===== config.mk =====
export PLATFORM = sky130hd
export DESIGN_NAME = bin_to_bcd_seq
export DESIGN_NICKNAME = d
export VERILOG_FILES = /design/src/rtl/bcd_pkg.sv /design/src/rtl/bin_to_bcd_seq_add3.sv /design/src/rtl/bin_to_bcd_seq.sv
export SDC_FILE = /design/constraint.sdc
export NUM_CORES = 1
export LEC_CHECK = 0
export BUFFER_PORTS_ARGS = -buffer_cell sky130_fd_sc_hd__buf_2
export CAP_MARGIN = 20
export CELL_PAD_IN_SITES_DETAIL_PLACEMENT = 1
export CELL_PAD_IN_SITES_GLOBAL_PLACEMENT = 2
export CORE_UTILIZATION = 30
export CTS_CLUSTER_SIZE = 20
export DETAILED_ROUTE_END_ITERATION = 10
export PLACE_DENSITY_LB_ADDON = 0.1
export SLEW_MARGIN = 20
export SYNTH_ARGS = -nofsm -noshare
export SYNTH_HDL_FRONTEND = slang
export SYNTH_HIERARCHICAL = 1
export SYNTH_SLANG_ARGS = --single-unit

===== constraint.sdc =====
create_clock -name clk -period 1.5 [get_ports clk]
set_input_delay 0 -clock clk [delete_from_list [all_inputs] [get_ports clk]]
set_output_delay 0 -clock clk [all_outputs]
set_load 0.005 [all_outputs]

===== src/rtl/bcd_pkg.sv =====
// Shared definitions for the sequential binary-to-BCD converter: FSM encoding,
// sizing helpers used at elaboration time.
package bcd_pkg;

  typedef enum logic [1:0] {
    IDLE  = 2'd0,
    SHIFT = 2'd1,
    DONE  = 2'd2
  } state_t;

  // Decimal digits needed to show the largest magnitude of a width-bit operand.
  function automatic int unsigned min_bcd_digits(input int unsigned width,
                                                 input int unsigned is_signed);
    longint unsigned maxv;
    int unsigned     digits;
    maxv   = (is_signed != 0) ? (64'd1 << (width - 1)) : ((64'd1 << width) - 64'd1);
    digits = 1;
    for (int unsigned i = 0; i < 20; i++) begin
      if (maxv >= 64'd10) begin
        maxv   = maxv / 64'd10;
        digits = digits + 1;
      end
    end
    return digits;
  endfunction

  function automatic int unsigned count_width(input int unsigned width);
    return $clog2(width + 1);
  endfunction

endpackage


===== src/rtl/bin_to_bcd_seq_add3.sv =====
// Double-dabble digit correction cell: adds 3 to a BCD digit of 5 or more.
module add3 (
  input  logic [3:0] d,
  output logic [3:0] q
);

  always_comb begin
    q = (d >= 4'd5) ? d + 4'd3 : d;
  end

endmodule


===== src/rtl/bin_to_bcd_seq.sv =====
// Sequential shift-and-add-3 binary-to-BCD converter with start/busy/done
// handshake and optional sign-magnitude handling of two's complement input.
module bin_to_bcd_seq
  import bcd_pkg::*;
#(
  parameter int WIDTH  = 8,
  parameter int DIGITS = 3,
  parameter int SIGNED = 0
) (
  input  logic                  clk,
  input  logic                  rst,
  input  logic                  start,
  input  logic [WIDTH-1:0]      bin,
  output logic                  busy,
  output logic                  done,
  output logic                  sign,
  output logic [4*DIGITS-1:0]   bcd,
  output logic                  ovf
);

  localparam int CW = count_width(WIDTH);

  if (DIGITS < min_bcd_digits(WIDTH, (SIGNED != 0) ? 1 : 0)) begin : g_digits_warn
    $warning("bin_to_bcd_seq: DIGITS too small for WIDTH, large values will set ovf");
  end

  state_t                state, state_next;
  logic [CW-1:0]         count;
  logic [WIDTH-1:0]      sreg;
  logic [4*DIGITS-1:0]   scratch;
  logic [4*DIGITS-1:0]   corr;
  logic                  sign_q;
  logic                  ovf_q;
  logic                  neg;
  logic [WIDTH-1:0]      mag;
  logic                  load;

  // Negation is WIDTH bits unsigned, so the most-negative operand maps to 2^(WIDTH-1).
  assign neg  = (SIGNED != 0) && bin[WIDTH-1];
  assign mag  = neg ? (~bin + {{(WIDTH-1){1'b0}}, 1'b1}) : bin;
  assign load = start && ((state == IDLE) || (state == DONE));
  assign busy = (state == SHIFT);

  for (genvar g = 0; g < DIGITS; g++) begin : g_add3
    add3 u_add3 (
      .d (scratch[4*g +: 4]),
      .q (corr[4*g +: 4])
    );
  end

  always_ff @(posedge clk) begin
    if (rst) begin
      state <= IDLE;
    end else begin
      state <= state_next;
    end
  end

  always_comb begin
    state_next = state;
    case (state)
      IDLE:    if (start) state_next = SHIFT;
      SHIFT:   if (count == CW'(1)) state_next = DONE;
      DONE:    state_next = start ? SHIFT : IDLE;
      default: state_next = IDLE;
    endcase
  end

  always_ff @(posedge clk) begin
    if (rst) begin
      count   <= '0;
      sreg    <= '0;
      scratch <= '0;
      sign_q  <= 1'b0;
      ovf_q   <= 1'b0;
      done    <= 1'b0;
      bcd     <= '0;
      sign    <= 1'b0;
      ovf     <= 1'b0;
    end else begin
      done <= 1'b0;
      if (state == DONE) begin
        bcd  <= scratch;
        sign <= sign_q;
        ovf  <= ovf_q;
        done <= 1'b1;
      end
      if (load) begin
        sreg    <= mag;
        scratch <= '0;
        count   <= CW'(WIDTH);
        sign_q  <= neg;
        ovf_q   <= 1'b0;
      end else if (state == SHIFT) begin
        scratch <= {corr[4*DIGITS-2:0], sreg[WIDTH-1]};
        sreg    <= {sreg[WIDTH-2:0], 1'b0};
        ovf_q   <= ovf_q | corr[4*DIGITS-1];
        count   <= count - CW'(1);
      end
    end
  end

endmodule


# Word-level counts from Yosys, hierarchy flattened

Index checks and enable logic that the tools add are counted.

Input port bits: 11
Register bits after elaboration: 41
Output and inout bits: 16
Word-level logic and storage cells: 40

Eq/ne operators: 5
Bitwise logic cells: 1
Mux-type cells: 12
Reduce and logical (&&, ||, !) cells: 6
$lt $le $gt $ge: 3
Add/sub/neg operators: 4

Operator list:

| cell                                                               | count |
|---|---|
| two-way mux 4 bit                                                  | 5 |
| two-way mux 8 bit                                                  | 2 |
| adder 4 x 2 -> 4 bit (second input constant)                       | 3 |
| greater-or-equal comparator 4 x 3 -> 1 bit (second input constant) | 3 |
| case mux 2 bit (3 select lines)                                    | 1 |
| == test 4 x 1 -> 1 bit (second input constant)                     | 1 |
| two-way mux 2 bit                                                  | 2 |
| subtractor 4 x 1 -> 4 bit (second input constant)                  | 1 |
| == test 2 x 1 -> 1 bit (second input constant)                     | 1 |
| == test 2 bit (second input constant)                              | 1 |
| zero test 2 bit                                                    | 1 |
| two-way mux 1 bit                                                  | 2 |
| != test 2 x 1 -> 1 bit (second input constant)                     | 1 |
| != test 2 bit (second input constant)                              | 1 |
| AND reduction 2 bit                                                | 1 |
| nonzero test 2 bit                                                 | 1 |
| OR reduction 2 bit                                                 | 1 |
| logical AND 1 bit                                                  | 1 |
| logical OR 1 bit                                                   | 1 |
| OR 1 bit                                                           | 1 |

# Logic depth before layout (Yosys ltp)

Gate-level depths: netlist of run 1.

Depth after elaboration: 4
Depth in mapped cells: 7
Mapped depth without buffers: 7

# Modules after synthesis

The synthesis of run 1 kept the hierarchy.

By module, submodules not included:

| module         | times used | cells each | sequential area each (um^2) | area each (um^2) |
|---|---|---|---|---|
| bin_to_bcd_seq | 1          | 187        | 820.8                       | 1527.7 |
| add3           | 3          | 16         | 0.0                         | 101.3 |

# Least setup slack after synthesis of run 1

OpenSTA, ideal clock, no wires.

Path kind: reg-to-reg
Start: reg scratch[1]
End: reg scratch[2]
Clock period less this slack: 1.310 ns
Slack: 0.190 ns
Arrival time: 1.240 ns
Path buffers: 0
Data required time: 1.430 ns
Cell stages (with the launch flop): 8
Setup time: 0.070 ns
Path through: dfxtp_1 > inv_1 > ha_1 > nand2b_1 > a21oi_2 > mux2i_1 > nand2_1 > a21oi_1

Word-level cells in the longest chain between the ends: 2
Elaborated cells between the ends (all ways): 3
Classes of those cells: add/sub (1); order compare (1); mux (1)

RTL lines:

| item                                                                               | RTL line                 | RTL |
|---|---|---|
| from (decl)                                                                        | bin_to_bcd_seq.sv:30     | `logic [4*DIGITS-1:0] scratch;` |
| from (signal assigned)                                                             | bin_to_bcd_seq.sv:95     | `scratch <= {corr[4*DIGITS-2:0], sreg[WIDTH-1]};` |
| adder 4 x 2 -> 4 bit or greater-or-equal comparator 4 x 3 -> 1 bit (tied branches) | bin_to_bcd_seq_add3.sv:8 | `q = (d >= 4'd5) ? d + 4'd3 : d;` |
| two-way mux 4 bit (*)                                                              | bin_to_bcd_seq_add3.sv:8 |  |
| named net corr[1]                                                                  | bin_to_bcd_seq.sv:31     | `logic [4*DIGITS-1:0] corr;` |

The timed path passes the listed nets; every way through them passes the cells marked *.
A chain may end at the register's enable or synchronous reset.

# Worst setup path after layout of run 1

Start: reg scratch[9]
End: reg scratch[10]

Same word-level chain as after synthesis.

==> flow_results.org, run 1 <==
** Global routing
- Largest net degree at the start of global routing :: 26
- For this run, the total global-route usage over all layers was measured as 0.153.
- Via count of the first global-routing pass :: 1,527
- The number of antenna violations at the first check in global routing is 0.
- Grt total ovfl :: 0
- The first global-routing pass estimated 7.34 mm of wire.

** Power
- Post-route total power :: 2.18 mW
- In this run the power spent charging and discharging nets is 0.544 mW.
- Net switching fraction of the power :: 0.250
- The share of total power dissipated in combinational logic is 0.101.
- Of the total power, the clock network draws 0.374.
- Int Power :: 1.63 mW
- Peak ir drop on the vdd network :: 0.000494 V
- Pwr dens :: 964 nW/µm²
- The share of total power dissipated in sequential elements is 0.525.
- In this run the static leakage power is 0.892 nW.

** Place
- At the end of routability-driven placement, the weighted congestion stood at 0.775.
- The HPWL after detailed placement is 3.05 mm.
- Count of input and output buffers :: 25

** Synthesis
- For this run, the leading register cell type out of synthesis is sky130_fd_sc_hd__dfxtp_1.
- Netlist area before placement :: 1830 µm²
- Cell taking the most area after synthesis :: sky130_fd_sc_hd__dfxtp_1
- Yosys attributes the largest share of cell area to sky130_fd_sc_hd__dfxtp_1, sky130_fd_sc_hd__nand2_1, sky130_fd_sc_hd__a21oi_1.
- Yosys printed 6 warnings.
- Post-synthesis async set-or-reset flop share :: 0
- The number of nets in the synthesized netlist is 254.
- The synthesized design contains 41 register bits.
- Number of enable flip-flop cells after synthesis :: 0
- After technology mapping, the gate count stands at 235.
- Ranked by instance count, the synthesized netlist is headed by sky130_fd_sc_hd__nand2_1, sky130_fd_sc_hd__dfxtp_1, sky130_fd_sc_hd__a21oi_1.
- Most frequent cell after synthesis :: sky130_fd_sc_hd__nand2_1
- Average footprint of a synthesized cell :: 7.79 µm²
- In this run, distinct cell masters in the synthesized netlist total 28.
- Of the post-synthesis cell area, the dominant cell type holds 0.448.
- Share of the yosys chip area belonging to registers :: 0.448

** STA
- Number of setup violations in the final report :: 0
- Post-layout minimum cycle time :: 1.40 ns
- Worst Clk Skew :: 0.00373 ns
- In the finished design, the share of the clock period the worst path needs comes to 0.934.
- FMAX :: 0.713 GHz
- The total count of max-transition violations in the final report was 0.
- Endpoints failing hold :: 0

** Floorplan
- The die is 80.1 µm wide.
- Area of the core region :: 5920 µm²
- Row generation in the floorplan step produced 28 rows.
- Pin placement for this block handled 27 I/O pins.
- For this configuration, the core starts out at a cell density of 0.309.
- The floorplan step defined a die boundary enclosing 6420 µm².
- Height of the die :: 80.1 µm

** Clock tree
- Clock-pin slew reported for the worst setup and hold paths after clock tree synthesis :: 0.08 ns
- Number of sinks driven by the clock tree :: 41
- In this run the number of H-tree levels came out at 2.
- Clock latency of the later-clocked register in the worst-skew pair :: 0.30 ns
- Clock tree from TritonCTS :: done
- In this run, CTS created clock tree buffers numbering 5.
- CTS root buf :: sky130_fd_sc_hd__clkbuf_8
- No sink is reached through more buffers than the 2 on the longest clock path.

** Final layout
- From synthesis to final layout, the design area changed by 23.2%.
- In the final design database the tool counted 289 nets.
- In the final layout, the share of cells above drive strength 1 is 0.236.
- At the end of the flow the core is filled with cells to 0.381.
- Number of antenna repair diodes :: 0

** Routing
- Number of remaining DRC errors :: 0
- WL final :: 4.49 mm
- Starting DRT DRC Count :: 36
- For this run, the detailed router's first-pass iteration total came to 3.
- After detailed routing, the number of vias per cell comes to 4.65.
- Remaining antenna violation count after routing :: 0
- The routed layout has 1,608 vias.
- Average wire length per cell after detail routing :: 13.0 µm

** Setup path
- Launching point of the worst reg2reg path :: scratch[9]
- Crit path cell chain :: inv_1 -> ha_1 -> nand2b_4 -> a21oi_2 -> mux2i_1 -> nand2_1 -> a21oi_2
- The worst setup path is launched from a register.
- The worst register-to-register path ends at scratch[10].
- In this run the register-to-register setup slack is 0.1 ns.
- The worst register-to-register path has a depth of 7.
- The largest individual stage delay along the critical path comes from the cell sky130_fd_sc_hd__dfxtp_2.
- First element of the critical path :: scratch[9]
- Critical-path maximum fanout :: 4
- At the worst endpoint, the required time is 1.73 ns.
- Longest individual stage delay on the worst path :: 0.35 ns
- Crit path arrival time :: 1.63 ns
- Crit Path Category :: reg2reg
- Crit-path most repeated cell :: sky130_fd_sc_hd__a21oi_2
- STA classifies the critical path endpoint as a register.

** Min path
- For hold timing, the worst endpoint is sreg[6].
- Min-Delay Path Depth :: 3
- Start point of the worst min-delay path :: bin[6]
- The tightest min-delay check is of the in2reg type.

** Job
- Maximum Capacitance Violations :: 0

** Run status
- The run finished with clean final reports.
[worst max-delay path: cells and delay by family (launching register included)]
family | cells | cell delay [ns]
flops | 1 | 0.35
buf+inv | 1 | 0.07
compound gates | 2 | 0.30
mux | 1 | 0.20
fa+ha+maj | 1 | 0.18
simple gates | 2 | 0.22
[power by group through the flow]
stage | combinational, mW | clock [mW] | sequential, mW
2_1_floorplan | 0.142 | 0 | 1.16
3_3_place_gp | 0.214 | 0 | 1.17
3_5_place_dp | 0.213 | 0 | 1.17
4_1_cts | 0.221 | 0.852 | 1.14
5_1_grt | 0.250 | 0.897 | 1.15
6_report | 0.220 | 0.814 | 1.14
[sequential cells by signal (all words and copies together) (netlist names)]
register	flops
bcd	12
scratch	12
sreg	8
count	4
state	2
done	1
ovf	1
ovf_q	1
[logic make-up after synthesis]
kind of cell,count (synthesis),synth area share
compound gates,47,0.145
xor+xnor,4,0.0191
fa+ha+maj,8,0.0546
buf+inv,23,0.0587
flops,41,0.448
mux,4,0.0219
other cells,1,0.00205
simple gates,107,0.250
[repair_timing]
| action | CTS | global route |
|---|---|---|
| buffers inserted | 0 | 0 |
| hold buffers | 3 | 0 |
| resized for setup | 0 | 13 |
| endpoints found under the hold margin | 3 | 0 |
| endpoints found under the setup margin | 1 | 7 |
| pin swaps | 1 | 4 |
[cell usage in the layout (no fill, tap or decap), types with 2 or more instances in the layout]
cell / instances
sky130_fd_sc_hd__a21oi_1: 26
sky130_fd_sc_hd__nand2b_1: 7
sky130_fd_sc_hd__dfxtp_2: 5
sky130_fd_sc_hd__buf_2: 25
sky130_fd_sc_hd__ha_1: 6
sky130_fd_sc_hd__xnor2_1: 3
sky130_fd_sc_hd__ha_2: 2
sky130_fd_sc_hd__nand2b_4: 3
sky130_fd_sc_hd__inv_1: 8
sky130_fd_sc_hd__o21ai_0: 4
sky130_fd_sc_hd__mux2i_1: 4
sky130_fd_sc_hd__o22ai_1: 4
sky130_fd_sc_hd__a21oi_2: 5
sky130_fd_sc_hd__nor2_1: 11
sky130_fd_sc_hd__nor3_1: 10
sky130_fd_sc_hd__nor2b_1: 2
sky130_fd_sc_hd__a311oi_1: 3
sky130_fd_sc_hd__dlygate4sd3_1: 3
sky130_fd_sc_hd__or3_1: 2
sky130_fd_sc_hd__clkbuf_8: 7
sky130_fd_sc_hd__dfxtp_1: 36
sky130_fd_sc_hd__buf_4: 14
sky130_fd_sc_hd__o21ai_1: 3
sky130_fd_sc_hd__nand2_1: 70
[worst max-delay path by stage]
stage | end | slack, ns | cells after the start
after global placement | sreg[7] | 0.11 | 5
after CTS | scratch[10] | 0.003 | 7
final | scratch[10] | 0.1 | 7
after global routing | scratch[10] | -0.004 | 7
after floorplan | scratch[2] | 0.19 | 7
after detailed placement | scratch[10] | 0.04 | 7
[metrics by stage]
| step | instances | hold slack, ns | instance area (µm²) | worst slack, ns | setup TNS (ns) |
|---|---|---|---|---|---|
| CTS | 346 | 0.00616 | 2210 | 0.00284 | 0 |
| finish | 346 | 0.00282 | 2260 | 0.0985 | 0 |
| floorplan | 235 | 0.181 | 1830 | 0.190 | 0 |
| detailed placement | 335 | 0.298 | 2080 | 0.0410 | 0 |
| global placement | 335 | 0.287 | 2080 | 0.112 | 0 |
| global route | 346 | 0.00674 | 2260 | -0.00409 | -0.00513 |
[routing by layer]
metal	GRT usage	routed length (µm)	share of wire
met2	0.240	2020	0.45
met1	0.198	2250	0.50
met5	0	0	0
met3	0.0375	111	0.025
met4	0.0696	110	0.025
[layout make-up]
cell class / instances / area [µm²]
fill: 753 / 3660
multi-input combinational: 171 / 938
sequential: 41 / 827
timing repair buffer: 42 / 260
clock buffer: 7 / 96.3
tap: 75 / 93.8
inverter: 9 / 36.3
clock inverter: 1 / 5.00
Note: power is estimated with default switching activity, not from simulation.
==> run 2, diff against run 1 <==
--- a/config.mk
+++ b/config.mk
@@ -10,9 +10,10 @@
 export CELL_PAD_IN_SITES_DETAIL_PLACEMENT = 1
 export CELL_PAD_IN_SITES_GLOBAL_PLACEMENT = 2
 export CORE_UTILIZATION = 30
+export CTS_BUF_LIST = sky130_fd_sc_hd__clkbuf_2 sky130_fd_sc_hd__clkbuf_4 sky130_fd_sc_hd__clkbuf_8
 export CTS_CLUSTER_SIZE = 20
 export DETAILED_ROUTE_END_ITERATION = 10
-export PLACE_DENSITY_LB_ADDON = 0.1
+export PLACE_DENSITY = 0.84
 export SLEW_MARGIN = 20
 export SYNTH_ARGS = -nofsm -noshare
 export SYNTH_HDL_FRONTEND = slang
==> flow_results.org, run 2 (synthesis results as in run 1) <==
** Run status
- Status :: finished, final reports clean

** STA
- Setup repair after global routing left no endpoint under its margin.
- Worst Clk Skew :: 0.00276 ns (-0.000968 ns)
- The count of final hold-check violations was 0 (unchanged).
- Sum of negative setup slack :: 0 ns (unchanged)
- The shortest period the worst path allows came to 1.40 ns (-0.000211 ns).
- The maximum clock rate is 0.714 GHz (about the same).
- Final hold slack :: 0.0281 ns (+0.0253 ns)
- The total count of max-transition violations in the final report was 0 (unchanged).
- The setup-violating endpoint count in the final report is 0 (unchanged).
- Part of the cycle the worst path needs :: 0.934 (about the same)

** Global routing
- First-pass GRT wire length :: 7.28 mm (-0.84%)
- The maximum number of pins on one net before global-route repair is 26 (unchanged).
- The overall track demand over capacity in global routing is 0.148 (-0.00546).
- Grt total ovfl :: 0 (unchanged)
- Initial antenna violation count :: 0 (unchanged)
- Via count of the first global-routing pass :: 1,595 (+4.5%)

** Setup path
- The worst setup path is launched from a register.
- The slowest stage of the critical path is the sky130_fd_sc_hd__dfxtp_2 cell.
- The buffering stage count on the worst path with inverters included came to 1 (unchanged).
- The critical path goes through inv_1 -> ha_1 -> nand2b_1 -> a21oi_2 -> mux2i_1 -> nand2_1 -> a21oi_1.
- Crit path arrival time :: 1.63 ns (about the same)
- Launching point of the worst reg2reg path :: scratch[5]
- The top fanout value on the critical path came to 4 (unchanged).
- Category of the worst setup path capture point :: register
- First element of the critical path :: scratch[5]
- The data required time at the worst endpoint was 1.73 ns (about the same).
- Longest individual stage delay on the worst path :: 0.36 ns (about the same)
- Category of cells accounting for the largest share of critical-path delay :: flip-flops
- The worst setup path is of the reg2reg kind.

** Floorplan
- The total die area was 6420 µm² (unchanged).
- Height of the die :: 80.1 µm (unchanged)
- Overall die width :: 80.1 µm (unchanged)
- The I/O pin total is 27 (unchanged).
- The initial cell density of the core came to 0.309 (unchanged).
- The total number of placement rows was 28 (unchanged).
- The standard cell core area was 5920 µm² (unchanged).

** Routing
- The mean number of vias per cell came to 4.72 (+1.6%).
- Average wire length per cell after detail routing :: 12.7 µm (-2.0%)
- The iteration count of the initial detailed-routing pass is 4 (+1).
- The total detailed-routing wirelength is 4.40 mm (-2.0%).
- The post-route DRC violation count was 0 (unchanged).
- Overall via count from detail_route :: 1,634 (+1.6%)
- The final antenna-violating net count is 0 (unchanged).
- The number of violations reported at the end of detailed-routing iteration 0 was 66 (+83%).

** Final layout
- The combined area of the multi-input logic cells is 917 µm² (-2.3%).
- Relative area change from synthesis to final layout :: 21.4%
- # nets final :: 289 (unchanged)
- Sequential Area :: 827 µm² (unchanged)
- Largest regs :: bcd (12), scratch (12), sreg (8)
- In the layout the commonest cells are sky130_fd_sc_hd__nand2_1, sky130_fd_sc_hd__dfxtp_1, sky130_fd_sc_hd__a21oi_1.
- Layout cells sized above 1 :: 0.221 (-0.0148)
- Final design utilization :: 0.376 (-0.00571)
- Leaving out fill and tap cells, the most frequent cell in the layout is sky130_fd_sc_hd__nand2_1.
- The fill cell instance count of the final layout is 748 (-0.66%).
- The number of antenna repair diodes is 0 (unchanged).

** Place
- The final weighted congestion in routability-driven placement was 0.747 (-3.7%).
- The post-DP HPWL was 3.04 mm (-0.39%).
- The number of buffers added on ports is 25 (unchanged).

** Clock tree
- Clock-pin slew reported for the worst setup and hold paths after clock tree synthesis :: 0.07 ns (about the same)
- Clock latency of the later-clocked register in the worst-skew pair :: 0.29 ns (about the same)
- The CTS buffer count came to 5 (unchanged).
- TritonCTS built the clock tree.
- The level count of the clock H-tree is 2 (unchanged).
- The worst-case clock buffer depth was 2 (unchanged).
- Number of sinks driven by the clock tree :: 41 (unchanged)
- In this run the clock root is driven by a sky130_fd_sc_hd__clkbuf_8.

** Job
- The max-capacitance violation count is 0 (unchanged).

** Min path
- Start point of the worst min-delay path :: bin[0]
- The tightest min-delay check is of the in2reg type.

** Power
- The peak ir drop on the vdd network was 0.000356 V (-28%).
- The power per cell area came to 954 nW/µm² (-1.0%).
- The standby leakage power came to 0.884 nW (-0.89%).
run 2: changes by cell type in the layout (fill, tap and decap cells not counted), sizes merged:
cell | before | now
clkbuf | 7 | 8
clkinv | 1 | 0
run 2: layout make-up:
cell class                      instances  area share
Inverter                                9      0.0152
Timing Repair Buffer                   42       0.117
Sequential cell                        41       0.372
Tap cell                               75      0.0422
Clock buffer                            8      0.0411
Multi-Input combinational cell        171       0.412
run 2: final timing paths:
check | endpoint | slack, ns | cells past startpoint
max | scratch[6] | 0.1 | 7
max reg2reg | scratch[6] | 0.1 | 7
min | sreg[0] | 0.03 | 3
min reg2reg | scratch[0] | 0.45 | 2
run 2: power by group:
group | total (mW) | internal (mW) | switching (mW)
combinational | 0.219 | 0.0942 | 0.125
clock | 0.757 | 0.385 | 0.372
sequential | 1.15 | 1.12 | 0.0235
run 2: worst register-to-register path, cell delays in order (launching register included):
cell	delay, ns
sky130_fd_sc_hd__dfxtp_2	0.36
sky130_fd_sc_hd__inv_1	0.07
sky130_fd_sc_hd__ha_1	0.17
sky130_fd_sc_hd__nand2b_1	0.16
sky130_fd_sc_hd__a21oi_2	0.20
sky130_fd_sc_hd__mux2i_1	0.20
sky130_fd_sc_hd__nand2_1	0.07
sky130_fd_sc_hd__a21oi_1	0.11
run 2: routing by layer:
| metal | vias up | global-route usage | wire length, µm |
|---|---|---|---|
| li1 | 833 | - | - |
| met1 | 766 | 0.183 | 2070 |
| met2 | 27 | 0.246 | 2120 |
| met3 | 8 | 0.0307 | 129 |
| met4 | 0 | 0.0643 | 78 |
| met5 | - | 0 | 0 |
run 2: what timing repair did:
action                                  in CTS  in global routing
buffers inserted                             0                  0
endpoints found under the setup margin       0                  6
hold endpoints to repair                     3                  0
gates resized for setup                      0                  8
hold buffers                                 3                  0
run 2: metrics by stage:
step	setup WS (ns)	cell area, µm²	std cells	power, mW
finish	0.0987	2220	346	2.12
CTS	0.0256	2200	346	2.16
global placement	0.119	2080	335	1.38
floorplan	0.190	1830	235	1.30
global route	0.00221	2220	346	2.23
detailed placement	0.0531	2080	335	1.38
==> run 3, diff against run 2 <==
--- a/config.mk
+++ b/config.mk
@@ -14,6 +14,7 @@
 export CTS_CLUSTER_SIZE = 20
 export DETAILED_ROUTE_END_ITERATION = 10
 export PLACE_DENSITY = 0.84
+export RECOVER_POWER = 100
 export SLEW_MARGIN = 20
 export SYNTH_ARGS = -nofsm -noshare
 export SYNTH_HDL_FRONTEND = slang
==> flow_results.org, run 3 (synthesis results as in run 1) <==
** Clock tree
- The clock-pin slew of the registers on the worst-case setup and hold paths came to 0.07 ns (about the same).
- Number of sinks driven by the clock tree :: 41 (unchanged)
- The CTS buffer count was 5 (unchanged).
- The clock network latency to the later pin of the worst-skew pair is 0.29 ns (about the same).
- Post-CTS setup buffer count :: 0 (unchanged)
- TritonCTS built the clock tree.
- The level count of the clock H-tree came to 2 (unchanged).
- CTS root buf :: sky130_fd_sc_hd__clkbuf_8
- The worst-case clock buffer depth was 2 (unchanged).

** Power
- Switching Power :: 0.520 mW (about the same)
- The proportion of power drawn by combinational gates was 0.103 (about the same).
- The sequential power share was 0.540 (about the same).
- Pwr dens :: 962 nW/µm² (+0.80%)
- The standby leakage power was 0.843 nW (-4.7%).
- The peak ir drop on the vdd network came to 0.000356 V (about the same).
- The fraction of power spent switching nets came to 0.245 (about the same).
- The internal power came to 1.60 mW (about the same).
- The clock network fraction of design power was 0.357 (about the same).

** Floorplan
- Overall die width :: 80.1 µm (unchanged)
- The initial cell density of the core came to 0.309 (unchanged).
- Number of placement rows :: 28 (unchanged)
- Area enclosed by the die boundary :: 6420 µm² (unchanged)
- The standard cell core area came to 5920 µm² (unchanged).
- The die boundary height came to 80.1 µm (unchanged).
- The I/O pin total was 27 (unchanged).

** Setup path
- The data required time at the worst endpoint came to 1.73 ns (about the same).
- STA classifies the critical path startpoint as a register.
- Among all stages on the critical path, the largest delay is contributed by sky130_fd_sc_hd__dfxtp_2.
- The data arrival time of the critical path came to 1.63 ns (about the same).
- The top fanout value on the critical path is 4 (unchanged).
- Crit path cell chain :: inv_1 -> ha_1 -> nand2b_1 -> a21oi_2 -> mux2i_1 -> nand2_1 -> a21oi_1
- The worst setup path is captured at a register.
- Category of cells accounting for the largest share of critical-path delay :: flip-flops
- Longest individual stage delay on the worst path :: 0.36 ns (about the same)
- The critical path is of the reg2reg type.
- Number of buffer and inverter instances along the worst setup path :: 1 (unchanged)

** Run status
- The flow ran to the end, and the final reports show no timing, DRC or antenna violations.

** STA
- RSZ-0062 raised after global routing :: no
- The shortest period the worst path allows came to 1.40 ns (-0.0000731 ns).
- The setup-violating endpoint count in the final report came to 0 (unchanged).
- The total count of max-transition violations in the final report was 0 (unchanged).
- Part of the cycle the worst path needs :: 0.934 (about the same)
- The worst clock skew on the final layout was 0.00268 ns (-0.0000794 ns).
- The count of final hold-check violations was 0 (unchanged).
- The maximum clock rate is 0.714 GHz (about the same).
- Sum of negative setup slack :: 0 ns (unchanged)

** Final layout
- The top cell types in the final layout, fill and taps aside, are sky130_fd_sc_hd__nand2_1, sky130_fd_sc_hd__dfxtp_1, sky130_fd_sc_hd__a21oi_1.
- The number of antenna repair diodes is 0 (unchanged).
- # nets final :: 289 (unchanged)
- Largest regs :: bcd (12), scratch (12), sreg (8)
- The share of post-route cells with drive strength above 1 was 0.177 (-0.0443).
- Leaving out fill and tap cells, the most frequent cell in the layout is sky130_fd_sc_hd__nand2_1.
- The fill cell instance count of the final layout is 755 (+0.94%).
- Relative area change from synthesis to final layout :: 20.4%
- The end-of-flow core utilization came to 0.372 (-0.00317).

** Routing
- The final antenna-violating net count was 0 (unchanged).
- Starting DRT DRC Count :: 61 (-7.6%)
- Vias/cell :: 4.73 (+0.12%)
- The post-route DRC violation count was 0 (unchanged).
- The total detailed-routing wirelength came to 4.41 mm (+0.14%).
- The iteration count of the initial detailed-routing pass is 4 (unchanged).
- The wire length per cell after detailed routing was 12.7 µm (+0.14%).
- Overall via count from detail_route :: 1,636 (+0.12%)

** Global routing
- Initial antenna violation count :: 0 (unchanged)
- The via count of the first global-routing pass is 1,595 (unchanged).
- Largest net degree at the start of global routing :: 26 (unchanged)
- Grt total ovfl :: 0 (unchanged)
- The global-route wire length before repair was 7.28 mm (unchanged).
- Total global routing track utilization :: 0.148 (unchanged)

** Place
- The post-DP HPWL was 3.04 mm (unchanged).
- Final Wtd Congestion :: 0.747 (unchanged)
- The number of buffers added on ports came to 25 (unchanged).

** Job
- The max-capacitance violation count was 0 (unchanged).

** Min path
- The worst hold path belongs to the class in2reg.
-- run 3: cell types whose count changed in the layout (fill, tap and decap cells not counted), sizes merged --
cell,previous run,this run
buf,39,30
clkbuf,8,17
inv,9,8
clkinv,0,1
-- run 3: cell type report --
type                            count  area [µm²]  share of cell area
Clock buffer                        8        91.3              0.0414
Inverter                            9        33.8              0.0153
Tap cell                           75        93.8              0.0426
Timing Repair Buffer               42         244               0.111
Multi-Input combinational cell    171         917               0.416
Sequential cell                    41         825               0.374
-- run 3: worst paths after layout --
| kind | endpoint | slack, ns | start | cells past startpoint |
|---|---|---|---|---|
| setup / recovery | scratch[6] | 0.1 | scratch[5] | 7 |
| hold / removal | sreg[0] | 0.03 | bin[0] | 3 |
| setup reg to reg | scratch[6] | 0.1 | scratch[5] | 7 |
| hold reg to reg | bcd[7] | 0.46 | bcd[7] | 2 |
-- run 3: routing by layer --
layer,track usage,vias up,share of wire
li1,-,834,-
met1,0.183,768,0.47
met2,0.246,26,0.48
met3,0.0307,8,0.031
met4,0.0643,0,0.018
met5,0,-,0
-- run 3: timing repair --
action | CTS | global route
resized for setup | 0 | 8
endpoints found under the hold margin | 3 | 0
endpoints found under the setup margin | 0 | 6
hold buffers | 3 | 0
-- run 3: power by group through the flow --
stage / clock (mW) / sequential [mW] / combinational, mW
5_1_grt: 0.831 / 1.15 / 0.244
4_1_cts: 0.791 / 1.14 / 0.222
3_3_place_gp: 0 / 1.17 / 0.211
6_report: 0.757 / 1.15 / 0.218
2_1_floorplan: 0 / 1.16 / 0.142
3_5_place_dp: 0 / 1.17 / 0.214
-- run 3: per-stage QoR --
stage / power, mW / area [µm²] / hold slack [ns] / setup slack [ns] / cells
after detailed placement: 1.38 / 2080 / 0.304 / 0.0531 / 335
final: 2.12 / 2200 / 0.0278 / 0.0987 / 346
after CTS: 2.16 / 2200 / 0.0154 / 0.0256 / 346
after global routing: 2.22 / 2200 / 0.0261 / 0.00458 / 346
after floorplan: 1.30 / 1830 / 0.181 / 0.190 / 235
after global placement: 1.38 / 2080 / 0.300 / 0.119 / 335
-- run 3: worst min-delay path, cell delays in order --
cell,delay [ns]
sky130_fd_sc_hd__buf_2,0.07
sky130_fd_sc_hd__mux2i_1,0.05
sky130_fd_sc_hd__nor3_1,0.14
